--- config.mk ---
export PLATFORM = sky130hd
export DESIGN_NAME = ppu_frame_writer
export DESIGN_NICKNAME = d
export VERILOG_FILES = /design/src/rtl/ppu_frame_writer.sv
export SDC_FILE = /design/constraint.sdc
export NUM_CORES = 1
export LEC_CHECK = 0
export ABC_CLOCK_PERIOD_IN_PS = 5900
export CAP_MARGIN = 20
export CORE_ASPECT_RATIO = 1.1
export CORE_MARGIN = 2
export CORE_UTILIZATION = 25
export DETAILED_ROUTE_END_ITERATION = 10
export GPL_TIMING_DRIVEN = 0
export PLACE_DENSITY = 0.5
export RECOVER_POWER = 100
export SYNTH_ARGS = -nofsm -noshare
export SYNTH_HDL_FRONTEND = slang
export SYNTH_SLANG_ARGS = --single-unit
--- constraint.sdc ---
create_clock -name clk -period 5.9 [get_ports clk]
set_input_delay 1.18 -clock clk [delete_from_list [all_inputs] [get_ports clk]]
set_output_delay 1.18 -clock clk [all_outputs]
set_load 0.03 [all_outputs]
--- src/rtl/ppu_frame_writer.sv ---
// rtl/ppu_frame_writer.sv - PPU pixel stream to double-buffered 2bpp framebuffer writer
module ppu_frame_writer #(
    parameter int H_PIXELS   = 160,
    parameter int V_LINES    = 144,
    parameter int FIFO_DEPTH = 4,
    parameter int FB_AW      = 14
) (
    input  logic             clk,
    input  logic             rst,
    input  logic [1:0]       PX_OUT,
    input  logic             PX_valid,
    input  logic [1:0]       PPU_MODE,
    input  logic [7:0]       BGP,
    input  logic             LCD_EN,
    output logic [FB_AW-1:0] FB_ADDR,
    output logic [7:0]       FB_DATA,
    output logic             FB_WE,
    input  logic             FB_READY,
    output logic             DISP_BUF,
    output logic             FRAME_DONE,
    output logic             OVERFLOW
);

    localparam int XW = $clog2(H_PIXELS + 1);
    localparam int YW = $clog2(V_LINES + 1);
    localparam int OW = FB_AW - 1;
    localparam int PW = $clog2(FIFO_DEPTH);

    localparam logic [XW-1:0] X_MAX = XW'(H_PIXELS);
    localparam logic [YW-1:0] Y_MAX = YW'(V_LINES);
    localparam logic [PW:0]   F_MAX = (PW+1)'(FIFO_DEPTH);

    localparam logic [1:0] M_HBLANK = 2'd0;
    localparam logic [1:0] M_VBLANK = 2'd1;
    localparam logic [1:0] M_SCAN   = 2'd2;
    localparam logic [1:0] M_DRAW   = 2'd3;

    typedef enum logic [1:0] {
        IDLE   = 2'd0,
        ACTIVE = 2'd1,
        DRAIN  = 2'd2,
        SWAP   = 2'd3
    } state_t;

    state_t state, state_n;

    logic [1:0]    prev_mode;
    logic [XW-1:0] x;
    logic [YW-1:0] y;
    logic [5:0]    pack;
    logic [1:0]    pack_cnt;
    logic          wr_buf;
    logic          disp_buf;
    logic          overflow;

    logic             stg_vld;
    logic [FB_AW-1:0] stg_addr;
    logic [7:0]       stg_data;

    logic [FB_AW-1:0] mem_addr [FIFO_DEPTH];
    logic [7:0]       mem_data [FIFO_DEPTH];
    logic [PW-1:0]    rptr, wptr;
    logic [PW:0]      count;

    logic [1:0]       shade;
    logic [OW-1:0]    y_ext, y40, offset;
    logic [FB_AW-1:0] push_addr;
    logic [7:0]       flush_byte;
    logic             mode_eol, mode_vb;

    logic       accept, push, line_end, y_inc, do_swap;
    logic [7:0] push_data;

    logic fifo_empty, fifo_full, pop, fifo_wr;

    assign shade      = BGP[{PX_OUT, 1'b0} +: 2];
    assign y_ext      = OW'(y);
    assign y40        = (y_ext << 5) + (y_ext << 3);
    assign offset     = y40 + OW'(x >> 2);
    assign push_addr  = {wr_buf, offset};
    assign mode_eol   = (prev_mode == M_DRAW) && (PPU_MODE == M_HBLANK);
    assign mode_vb    = (prev_mode != M_VBLANK) && (PPU_MODE == M_VBLANK);

    // Partial bytes keep their pixels left-aligned; unused low slots are zero.
    always_comb begin
        flush_byte = 8'h00;
        case (pack_cnt)
            2'd1:    flush_byte = {pack[1:0], 6'b0};
            2'd2:    flush_byte = {pack[3:0], 4'b0};
            2'd3:    flush_byte = {pack[5:0], 2'b0};
            default: flush_byte = 8'h00;
        endcase
    end

    always_comb begin
        state_n   = state;
        accept    = 1'b0;
        push      = 1'b0;
        push_data = 8'h00;
        line_end  = 1'b0;
        y_inc     = 1'b0;
        do_swap   = 1'b0;
        case (state)
            IDLE: begin
                if (PPU_MODE == M_SCAN && y == '0)
                    state_n = ACTIVE;
            end
            ACTIVE: begin
                if (mode_vb) begin
                    push      = (pack_cnt != 2'd0);
                    push_data = flush_byte;
                    line_end  = 1'b1;
                    state_n   = DRAIN;
                end else if (mode_eol) begin
                    push      = (pack_cnt != 2'd0);
                    push_data = flush_byte;
                    line_end  = 1'b1;
                    y_inc     = 1'b1;
                end else if (PX_valid && x < X_MAX && y < Y_MAX) begin
                    accept    = 1'b1;
                    push      = (pack_cnt == 2'd3);
                    push_data = {pack, shade};
                end
            end
            DRAIN: begin
                if (!stg_vld && fifo_empty)
                    state_n = SWAP;
            end
            SWAP: begin
                do_swap = 1'b1;
                state_n = ACTIVE;
            end
            default: state_n = IDLE;
        endcase
        // Display disable wins over everything, including a pending swap.
        if (!LCD_EN) begin
            state_n  = IDLE;
            accept   = 1'b0;
            push     = 1'b0;
            line_end = 1'b0;
            y_inc    = 1'b0;
            do_swap  = 1'b0;
        end
    end

    always_ff @(posedge clk or posedge rst) begin
        if (rst) begin
            state     <= IDLE;
            prev_mode <= M_HBLANK;
        end else begin
            state     <= state_n;
            prev_mode <= PPU_MODE;
        end
    end

    always_ff @(posedge clk or posedge rst) begin
        if (rst) begin
            x        <= '0;
            y        <= '0;
            pack     <= '0;
            pack_cnt <= '0;
        end else if (!LCD_EN || state == IDLE) begin
            x        <= '0;
            y        <= '0;
            pack     <= '0;
            pack_cnt <= '0;
        end else if (do_swap) begin
            x        <= '0;
            y        <= '0;
            pack     <= '0;
            pack_cnt <= '0;
        end else if (line_end) begin
            x        <= '0;
            pack     <= '0;
            pack_cnt <= '0;
            if (y_inc && y != Y_MAX)
                y <= y + YW'(1);
        end else if (accept) begin
            pack     <= {pack[3:0], shade};
            pack_cnt <= pack_cnt + 2'd1;
            x        <= x + XW'(1);
        end
    end

    always_ff @(posedge clk or posedge rst) begin
        if (rst) begin
            wr_buf   <= 1'b0;
            disp_buf <= 1'b1;
        end else if (do_swap) begin
            disp_buf <= wr_buf;
            wr_buf   <= ~wr_buf;
        end
    end

    // One register stage between packing and the FIFO keeps the address adder off the FIFO write path.
    always_ff @(posedge clk or posedge rst) begin
        if (rst) begin
            stg_vld  <= 1'b0;
            stg_addr <= '0;
            stg_data <= '0;
        end else begin
            stg_vld <= push;
            if (push) begin
                stg_addr <= push_addr;
                stg_data <= push_data;
            end
        end
    end

    assign fifo_empty = (count == '0);
    assign fifo_full  = (count == F_MAX);
    assign pop        = !fifo_empty && FB_READY;
    assign fifo_wr    = stg_vld && (!fifo_full || pop);

    always_ff @(posedge clk or posedge rst) begin
        if (rst) begin
            rptr     <= '0;
            wptr     <= '0;
            count    <= '0;
            overflow <= 1'b0;
            for (int i = 0; i < FIFO_DEPTH; i++) begin
                mem_addr[i] <= '0;
                mem_data[i] <= '0;
            end
        end else begin
            if (fifo_wr) begin
                mem_addr[wptr] <= stg_addr;
                mem_data[wptr] <= stg_data;
                wptr           <= wptr + PW'(1);
            end
            if (pop)
                rptr <= rptr + PW'(1);
            if (fifo_wr && !pop)
                count <= count + (PW+1)'(1);
            else if (!fifo_wr && pop)
                count <= count - (PW+1)'(1);
            if (stg_vld && fifo_full && !pop)
                overflow <= 1'b1;
        end
    end

    assign FB_WE      = !fifo_empty;
    assign FB_ADDR    = mem_addr[rptr];
    assign FB_DATA    = mem_data[rptr];
    assign DISP_BUF   = disp_buf;
    assign FRAME_DONE = do_swap;
    assign OVERFLOW   = overflow;

endmodule

* Yosys cells after proc, flatten, opt, wreduce, memory -nomap -nowiden
Index checks and enable logic that the tools add are counted.
** Storage, ports and cells
- Input bits :: 17
- Bits in registers :: 149
** Operators by class
- Shift operators :: 1
- Reduce and logical (&&, ||, !) cells :: 33
- Equal/unequal tests :: 15
- Magnitude comparators :: 5
- Bitwise gates (word level) :: 3
- $add $sub $neg :: 9
- Mux-type cells :: 59
** Operators by type and width (count)
- $mux 8 :: 15
- $bwmux 56 :: 1
- $mux 14 :: 3
- $bwmux 32 :: 1
- $bmux 14 s2 :: 1
- $demux 14 s2 :: 1
- $mux 6 :: 4
- $pmux 8 s3 :: 1
- $mux 1 :: 19
- $add 8x1->8 const B :: 2
- $bmux 8 s2 :: 1
- $demux 8 s2 :: 1
- $lt 8x8->1 const B :: 2
- $mux 2 :: 8
- $logic_and 1x1->1 :: 14
- $add 13x11->13 :: 1
- $add 13x6->13 :: 1
- $eq 2x2->1 const B :: 6
- $ne 3x3->1 const B :: 3
- $logic_not 8->1 :: 1
- $ne 8x8->1 const B :: 1
- $pmux 2 s4 :: 1
- $shiftx 8x4->2 :: 1
- $add 2x1->2 const B :: 3
- other kinds (19) :: 33

* Longest topological paths before layout
Gate-level depths: netlist of run 1.
- Depth in word-level cells :: 12
- Mapped depth :: 9

* Worst setup path after synthesis of run 1
No wires, ideal clock.
- Path type :: input-to-output
- Start :: input port LCD_EN
- End :: output port FRAME_DONE
- Path buffers :: 1
- Path slack :: 3.083 ns
- Arrival :: 1.637 ns
- Stages on the path :: 3
- Cell sequence :: buf_2 > nand2_1 > inv_1
** On the way
- Longest elaborated chain between the ends :: 1
** Ends and longest elaborated chain
- start: declaration :: line 14 : input logic LCD_EN,
- $mux 1 :: line 136 : if (!LCD_EN) begin
- end: declaration :: line 20 : output logic FRAME_DONE,
Every way passes these cells.

* Final worst setup path of run 1
- Start :: register rptr[0]
- End :: output port FB_ADDR[11]
** On the way
- Longest elaborated chain between the ends :: 4
** Ends and longest elaborated chain
- start: declaration :: line 62 : logic [PW-1:0] rptr, wptr;
- start signal: assignment :: line 232 : rptr <= rptr + PW'(1);
- $not 2->3 (implied by the code) :: line 243 : assign FB_ADDR = mem_addr[rptr];
- $bmux 14 s2 :: line 243
- $mux 14 (implied by the code) (2 in a row) :: line 243
- end: declaration :: line 15 : output logic [FB_AW-1:0] FB_ADDR,
Every way passes these cells. The select of a mux whose other input is x is not followed.

==> results of run 1 <==
## per-stage QoR
step / power [W] / hold WS [ns] / util [%]
floorplan: 0.00140 / 0.447 / -
global placement: 0.00153 / 0.459 / 28.4
detailed placement: 0.00154 / 0.466 / 28.5
CTS: 0.00267 / 0.479 / 30.6
global route: 0.00274 / 0.496 / 30.3
finish: 0.00261 / 0.461 / 30.3
## registers in the layout, indices dropped and copies added (netlist names), 3 cells and up
name      cells
stg_addr     14
y             8
count         3
stg_data      8
mem_data     32
pack          6
x             8
mem_addr     56
## final cells by class
cell class | instances | area (um2)
fillers | 2916 | 20500
flip-flops and latches | 149 | 3730
multi-input cells | 354 | 3480
clock buffers | 22 | 484
well taps | 374 | 468
repair buffers | 43 | 448
clock inverters | 9 | 125
plain buffers | 24 | 103
inverters | 26 | 98.8
## worst reg2reg max path, stage by stage (launching register included)
cell,delay (ns)
dfrtp_1,0.40
mux2i_1,0.30
o21ai_0,0.87
o21a_4,0.25
clkbuf_1,0.54
mux2_1,0.40
## power breakdown
part	switching (W)	internal (W)	leakage, nW
Combinational	0.000242	0.000155	1.86
Sequential	0.0000384	0.00106	2.05
Clock	0.000413	0.000704	0.298
Total	0.000694	0.00192	4.21
## worst min path at each step
stage          slack, ns           to  cells past startpoint   startpoint
2_1_floorplan       0.45     count[2]                      1     count[2]
5_1_grt             0.50  mem_data[4]                      1  mem_data[4]
6_report            0.46     OVERFLOW                      1     OVERFLOW
3_5_place_dp        0.47     OVERFLOW                      1     OVERFLOW
3_3_place_gp        0.46     OVERFLOW                      1     OVERFLOW
4_1_cts             0.48     OVERFLOW                      1     OVERFLOW
## layout by cell type, fill, tap and decap left out, drive strengths merged, types with 4 or more instances in the layout
cell           netlist  layout
xnor2                7       7
or3                  4       4
xor2                 4       4
clkinv               0       4
nand3               11      11
inv                 26      25
a22o                12      12
nor3                 4       4
o21ai               15      15
and2                 4       4
o21a                 5       5
dfrtp              148     148
mux2               106     106
a21oi               15      15
buf                 18       5
or4                  8       8
o31ai               10      10
a211oi               4       4
clkbuf               6      42
o211ai              13      13
clkdlybuf4s50        0      13
mux4                24      24
dlygate4sd3          0      29
nand4                5       5
nand2               23      23
ha                  31      31
## logic make-up after synthesis
family | Yosys count | synth area share, %
AND/OR/NAND/NOR | 78 | 5.99
flip-flops | 149 | 49.9
multiplexers | 132 | 24.0
buffers and inverters | 50 | 3.00
AO/OA/AOI/OAI | 99 | 9.81
XOR/XNOR | 11 | 1.29
adder cells (fa/ha/maj) | 34 | 5.99
## routing by layer
metal,vias up,wire (um)
li1,2218,-
met1,2364,7890
met2,59,8040
met3,21,470
met4,0,282
met5,-,0
==> impl_metrics.env, run 1 <==
export IMPL_final_nets=666
export IMPL_avgSynthCellArea_um2=13.5
export IMPL_cp_end_kind="output port"
export IMPL_syn_area_um2=7470
export IMPL_drv_slew=0
export IMPL_r2r_end="stg_data[6]"
export IMPL_post_cts_resize_count=0
export IMPL_cts_buffer_depth=2
export IMPL_cts_made_buffers=17
export IMPL_crit_top_cell="clkbuf_1"
export IMPL_rsz0062_at_grt="no"
export IMPL_cts_hold_buffers_added=0
export IMPL_design_area_um2=8940
export IMPL_grt_overflow_total=0
export IMPL_reg2reg_slack_ns=3.01
export IMPL_dp_hpwl_mm=11.8
export IMPL_drt_iter0_drc=231
export IMPL_maxCapViolCount=0
export IMPL_place_gp_congestion=0.755
export IMPL_hold_viol_final=0
export IMPL_drc=0
export IMPL_coreArea_um2=29500
export IMPL_post_dp_cell_area_um2=8400
export IMPL_synth_largest_area_cell="dfrtp_1"
export IMPL_clk_latency_ns=0.42
export IMPL_top_usage_layer="met2"
export IMPL_drtPass1Iterations=4
export IMPL_crit_chain="clkbuf_1 -> clkbuf_1 -> mux4_2 -> dlygate4sd3_1"
export IMPL_syn_inst=553
export IMPL_grt_usage_pct=11.4
export IMPL_cts_root_buf="clkbuf_16"
export IMPL_dp_cells=970
export IMPL_leakagePower_nw=4.21
export IMPL_setup_tns_ns=0
export IMPL_h_tree_depth=4
export IMPL_cts_sinks=149
export IMPL_syn_to_final_growth_pct=19.6
export IMPL_fp_row_count=66
export IMPL_arrival_ns=3.25
export IMPL_synth_fp_nets=604
export IMPL_worst_slew_pin_transition_ns=1.28
export IMPL_synth_area_top_cells="dfrtp_1 (50%), mux2_2 (9.6%), mux4_2 (7.2%), ha_1 (5.2%), mux2_1 (4.8%)"
export IMPL_slowest_stage="clkbuf_1"
export IMPL_path_depth=4
export IMPL_synth_cell_types=66
export IMPL_max_freq_ghz=0.226
export IMPL_status="completed"
export IMPL_worstReg2RegStart="prev_mode[0]"
export IMPL_synth_edf_count=0
export IMPL_crit_path_start_kind="flip-flop"
export IMPL_wl_per_cell_um=16.7
export IMPL_cts_tree="yes"
export IMPL_hold_class="flip-flop to flip-flop"
export IMPL_fp_dieArea_um2=31300
export IMPL_worst_slack_ns=1.47
export IMPL_critPathCapture="FB_ADDR[11]"
export IMPL_grt_max_degree=127
export IMPL_synth_top_cell_area_share_pct=49.5
export IMPL_critPathLaunch="rptr[0]"
export IMPL_postSynth_asyncResetShare_pct=100
export IMPL_skew_ns=0.00620
export IMPL_max_stage_delay_ns=0.76
export IMPL_cp_required_ns=4.72
export IMPL_final_cells=1001
export IMPL_criticalPathCategory="flip-flop to output port"
export IMPL_antenna_found_initial=0
export IMPL_avgViaCountPerCell=4.66
export IMPL_cts_setup_buffers=0
export IMPL_vias=4662
export IMPL_yosysWarnings=0
export IMPL_rr_worst_depth=5
export IMPL_dpl_worst_slack_ns=1.85
export IMPL_io_pins=43
export IMPL_power_density_nw_per_um2=292
export IMPL_worst_path_buf_inv=3
export IMPL_use_met1_pct=15.0
export IMPL_peakVddDrop_mv=0.215
export IMPL_grt_pass1_vias=4822
export IMPL_setup_violations=0
export IMPL_synth_most_common_cell="dfrtp_1"
export IMPL_crit_family="buffers and inverters"
export IMPL_dieHeight_um=185
export IMPL_initial_core_util_pct=25.4
export IMPL_fin_crit_sh_pct=75.2
export IMPL_crit_fanout=10
export IMPL_portBuffers=42
export IMPL_die_x_um=169
export IMPL_synthTopCellsByCount="dfrtp_1 (148), mux2_2 (64), mux2_1 (32), ha_1 (31), inv_1 (25)"
export IMPL_drive_gt1_share_pct=20.9
export IMPL_grt_use_met2_pct=18.4
export IMPL_ys_seq_area_share_pct=49.9
export IMPL_clkTransAtPathRegs_ns=0.06
export IMPL_routed_wl_mm=16.7
export IMPL_antennaDiodeCount=0
export IMPL_ys_seq_elements=149
export IMPL_max_slew_margin_rel_pct=14.3
export IMPL_met3_usage_pct=2.41
export IMPL_layout_min_cycle_time_ns=4.43
export IMPL_final_antenna_net_count=0
export IMPL_synth_ff_type="dfrtp_1"
export IMPL_grt_pass1_wl_mm=27.4
(Power assumes the default switching activity.)
==> run 2: changes to the inputs <==
--- a/config.mk
+++ b/config.mk
@@ -5,7 +5,7 @@
 export SDC_FILE = /design/constraint.sdc
 export NUM_CORES = 1
 export LEC_CHECK = 0
-export ABC_CLOCK_PERIOD_IN_PS = 5900
+export ABC_CLOCK_PERIOD_IN_PS = 4500
 export CAP_MARGIN = 20
 export CORE_ASPECT_RATIO = 1.1
 export CORE_MARGIN = 2
==> constraint.sdc (replaced) <==
create_clock -name clk -period 4.5 [get_ports clk]
set_input_delay 0.9 -clock clk [delete_from_list [all_inputs] [get_ports clk]]
set_output_delay 0.9 -clock clk [all_outputs]
set_load 0.03 [all_outputs]
==> impl_metrics.env, run 2 (synthesis gave the netlist of run 1 again) <==
export IMPL_status="finished, violations left"
export IMPL_violations="max-capacitance violations, max-slew violations"
export IMPL_grt_pass1_vias=4827
export IMPL_coreArea_um2=29500
export IMPL_cts_setup_buffers=0
export IMPL_worstHoldPathCells=1
export IMPL_cp_required_ns=3.60
export IMPL_skew_ns=0.0103
export IMPL_cts_sinks=149
export IMPL_crit_chain="dlygate4sd3_1 -> clkbuf_1 -> nand2_1 -> inv_1 -> dlygate4sd3_1"
export IMPL_power_density_nw_per_um2=375
export IMPL_avgViaCountPerCell=4.68
export IMPL_worst_hold_slack_ns=0.452
export IMPL_post_cts_resize_count=0
export IMPL_antenna_found_initial=0
export IMPL_max_freq_ghz=0.261
export IMPL_clk_latency_ns=0.42
export IMPL_intPower_w=0.00239
export IMPL_top_register="mem_addr"
export IMPL_dpl_worst_slack_ns=1.03
export IMPL_pwr_share_seq_pct=43.0
export IMPL_io_pins=43
export IMPL_drtPass1Iterations=4
export IMPL_die_x_um=169
export IMPL_final_common_cell="dfrtp_1"
export IMPL_cts_buffer_depth=2
export IMPL_use_met1_pct=14.6
export IMPL_h_tree_depth=4
export IMPL_drv_slew=37
export IMPL_worst_slack_ns=0.671
export IMPL_final_nets=669
export IMPL_cts_root_buf="clkbuf_16"
export IMPL_fin_crit_sh_pct=85.1
export IMPL_crit_fanout=10
export IMPL_combPwrFrac_pct=15.7
export IMPL_grt_overflow_total=0
export IMPL_maxCapViolCount=1
export IMPL_top_usage_layer="met2"
export IMPL_routed_wl_mm=16.6
export IMPL_seq_area_um2=3730
export IMPL_critPathCapture="FRAME_DONE"
export IMPL_cts_hold_buffers_added=0
export IMPL_grt_usage_pct=11.1
export IMPL_cts_tree="yes"
export IMPL_leakagePower_nw=4.20
export IMPL_wl_per_cell_um=16.5
export IMPL_initial_core_util_pct=25.4
export IMPL_final_antenna_net_count=0
export IMPL_max_slew_margin_rel_pct=-42.9
export IMPL_criticalPathCategory="input port to output port"
export IMPL_cp_end_kind="output port"
export IMPL_arrival_ns=2.93
export IMPL_grt_max_degree=40
export IMPL_setup_tns_ns=0
export IMPL_r2r_end="stg_data[7]"
export IMPL_layout_min_cycle_time_ns=3.83
export IMPL_cts_made_buffers=17
export IMPL_met3_usage_pct=2.12
export IMPL_vias=4699
export IMPL_worstReg2RegStart="prev_mode[0]"
export IMPL_multiInputGateArea_um2=3470
export IMPL_hold_viol_final=0
export IMPL_p_switching_w=0.000955
export IMPL_drc=0
export IMPL_swShare_pct=28.6
export IMPL_clkPwrFrac_pct=41.3
export IMPL_syn_to_final_growth_pct=19.3
export IMPL_grt_pass1_wl_mm=27.0
export IMPL_dp_hpwl_mm=11.9
export IMPL_setup_violations=0
export IMPL_rr_worst_depth=5
export IMPL_dieHeight_um=185
export IMPL_largest_reg_flops=56
export IMPL_peakVddDrop_mv=0.241
export IMPL_max_stage_delay_ns=0.74
export IMPL_reg_largest_list="mem_addr: 56 flops, mem_data: 32 flops, stg_addr: 14 flops"
export IMPL_drive_gt1_share_pct=21.4
export IMPL_drt_iter0_drc=222
export IMPL_fp_dieArea_um2=31300
export IMPL_portBuffers=42
export IMPL_crit_path_start_kind="input port"
export IMPL_worst_slew_pin_transition_ns=2.14
export IMPL_crit_top_cell="dlygate4sd3_1"
export IMPL_hold_class="flip-flop to flip-flop"
export IMPL_rsz0062_at_grt="no"
export IMPL_slowest_stage="dlygate4sd3_1"
export IMPL_critPathLaunch="LCD_EN"
export IMPL_clkTransAtPathRegs_ns=0.06
export IMPL_place_gp_congestion=0.766
export IMPL_fill_cells=2953
export IMPL_antennaDiodeCount=0
export IMPL_reg2reg_slack_ns=1.58
export IMPL_grt_use_met2_pct=18.3
export IMPL_final_cell_mix="dfrtp_1 (148), mux2_2 (64), mux2_1 (41)"
export IMPL_fp_row_count=66
run 2: changes by cell type in the layout (fill, tap and decap cells not counted), sizes merged:
cell and delta:
inv +4, clkdlybuf4s50 -1, bufinv -2, dlygate4sd3 +1, buf +3, clkinv -1
clkbuf -3, clkinvlp +3
run 2: worst min path at each step:
stage | end | from
floorplan | count[2] | count[2]
global placement | OVERFLOW | OVERFLOW
detailed placement | OVERFLOW | OVERFLOW
CTS | OVERFLOW | OVERFLOW
global route | OVERFLOW | OVERFLOW
finish | OVERFLOW | OVERFLOW
run 2: final cells by class:
cell class / instances / share of cell area [%]
sequential: 149 / 41.8
clock inverter: 13 / 1.36
multi-input combinational: 354 / 38.9
inverter: 26 / 1.14
tap: 374 / 5.25
clock buffer: 19 / 5.08
timing repair buffer: 46 / 5.26
buffer: 24 / 1.18
run 2: power by group through the flow:
stage                     sequential, W  clock (W)  combinational, W
after floorplan                 0.00145          0          0.000380
after global placement          0.00146          0          0.000541
after detailed placement        0.00146          0          0.000552
after CTS                       0.00144    0.00143          0.000553
after global routing            0.00145    0.00148          0.000581
final                           0.00144    0.00138          0.000524
run 2: routing by layer:
layer	share of wire (%)	vias to the layer above
li1	-	2221
met2	49	63
met1	47	2399
met5	0	-
met4	1.7	0
met3	3.0	16
run 2: worst max-delay path: cells and delay by family:
family                 cells  cell delay (ns)
and+or+nand+nor            1             0.26
buffers and inverters      4             1.77
run 2: metrics by stage:
stage	power, W	cell area, um2	utilization, %	instances
after global routing	0.00351	8920	30.2	1005
after floorplan	0.00183	7480	-	553
after detailed placement	0.00202	8450	28.7	973
after CTS	0.00342	9020	30.6	1005
final	0.00335	8920	30.2	1005
after global placement	0.00200	8370	28.4	969
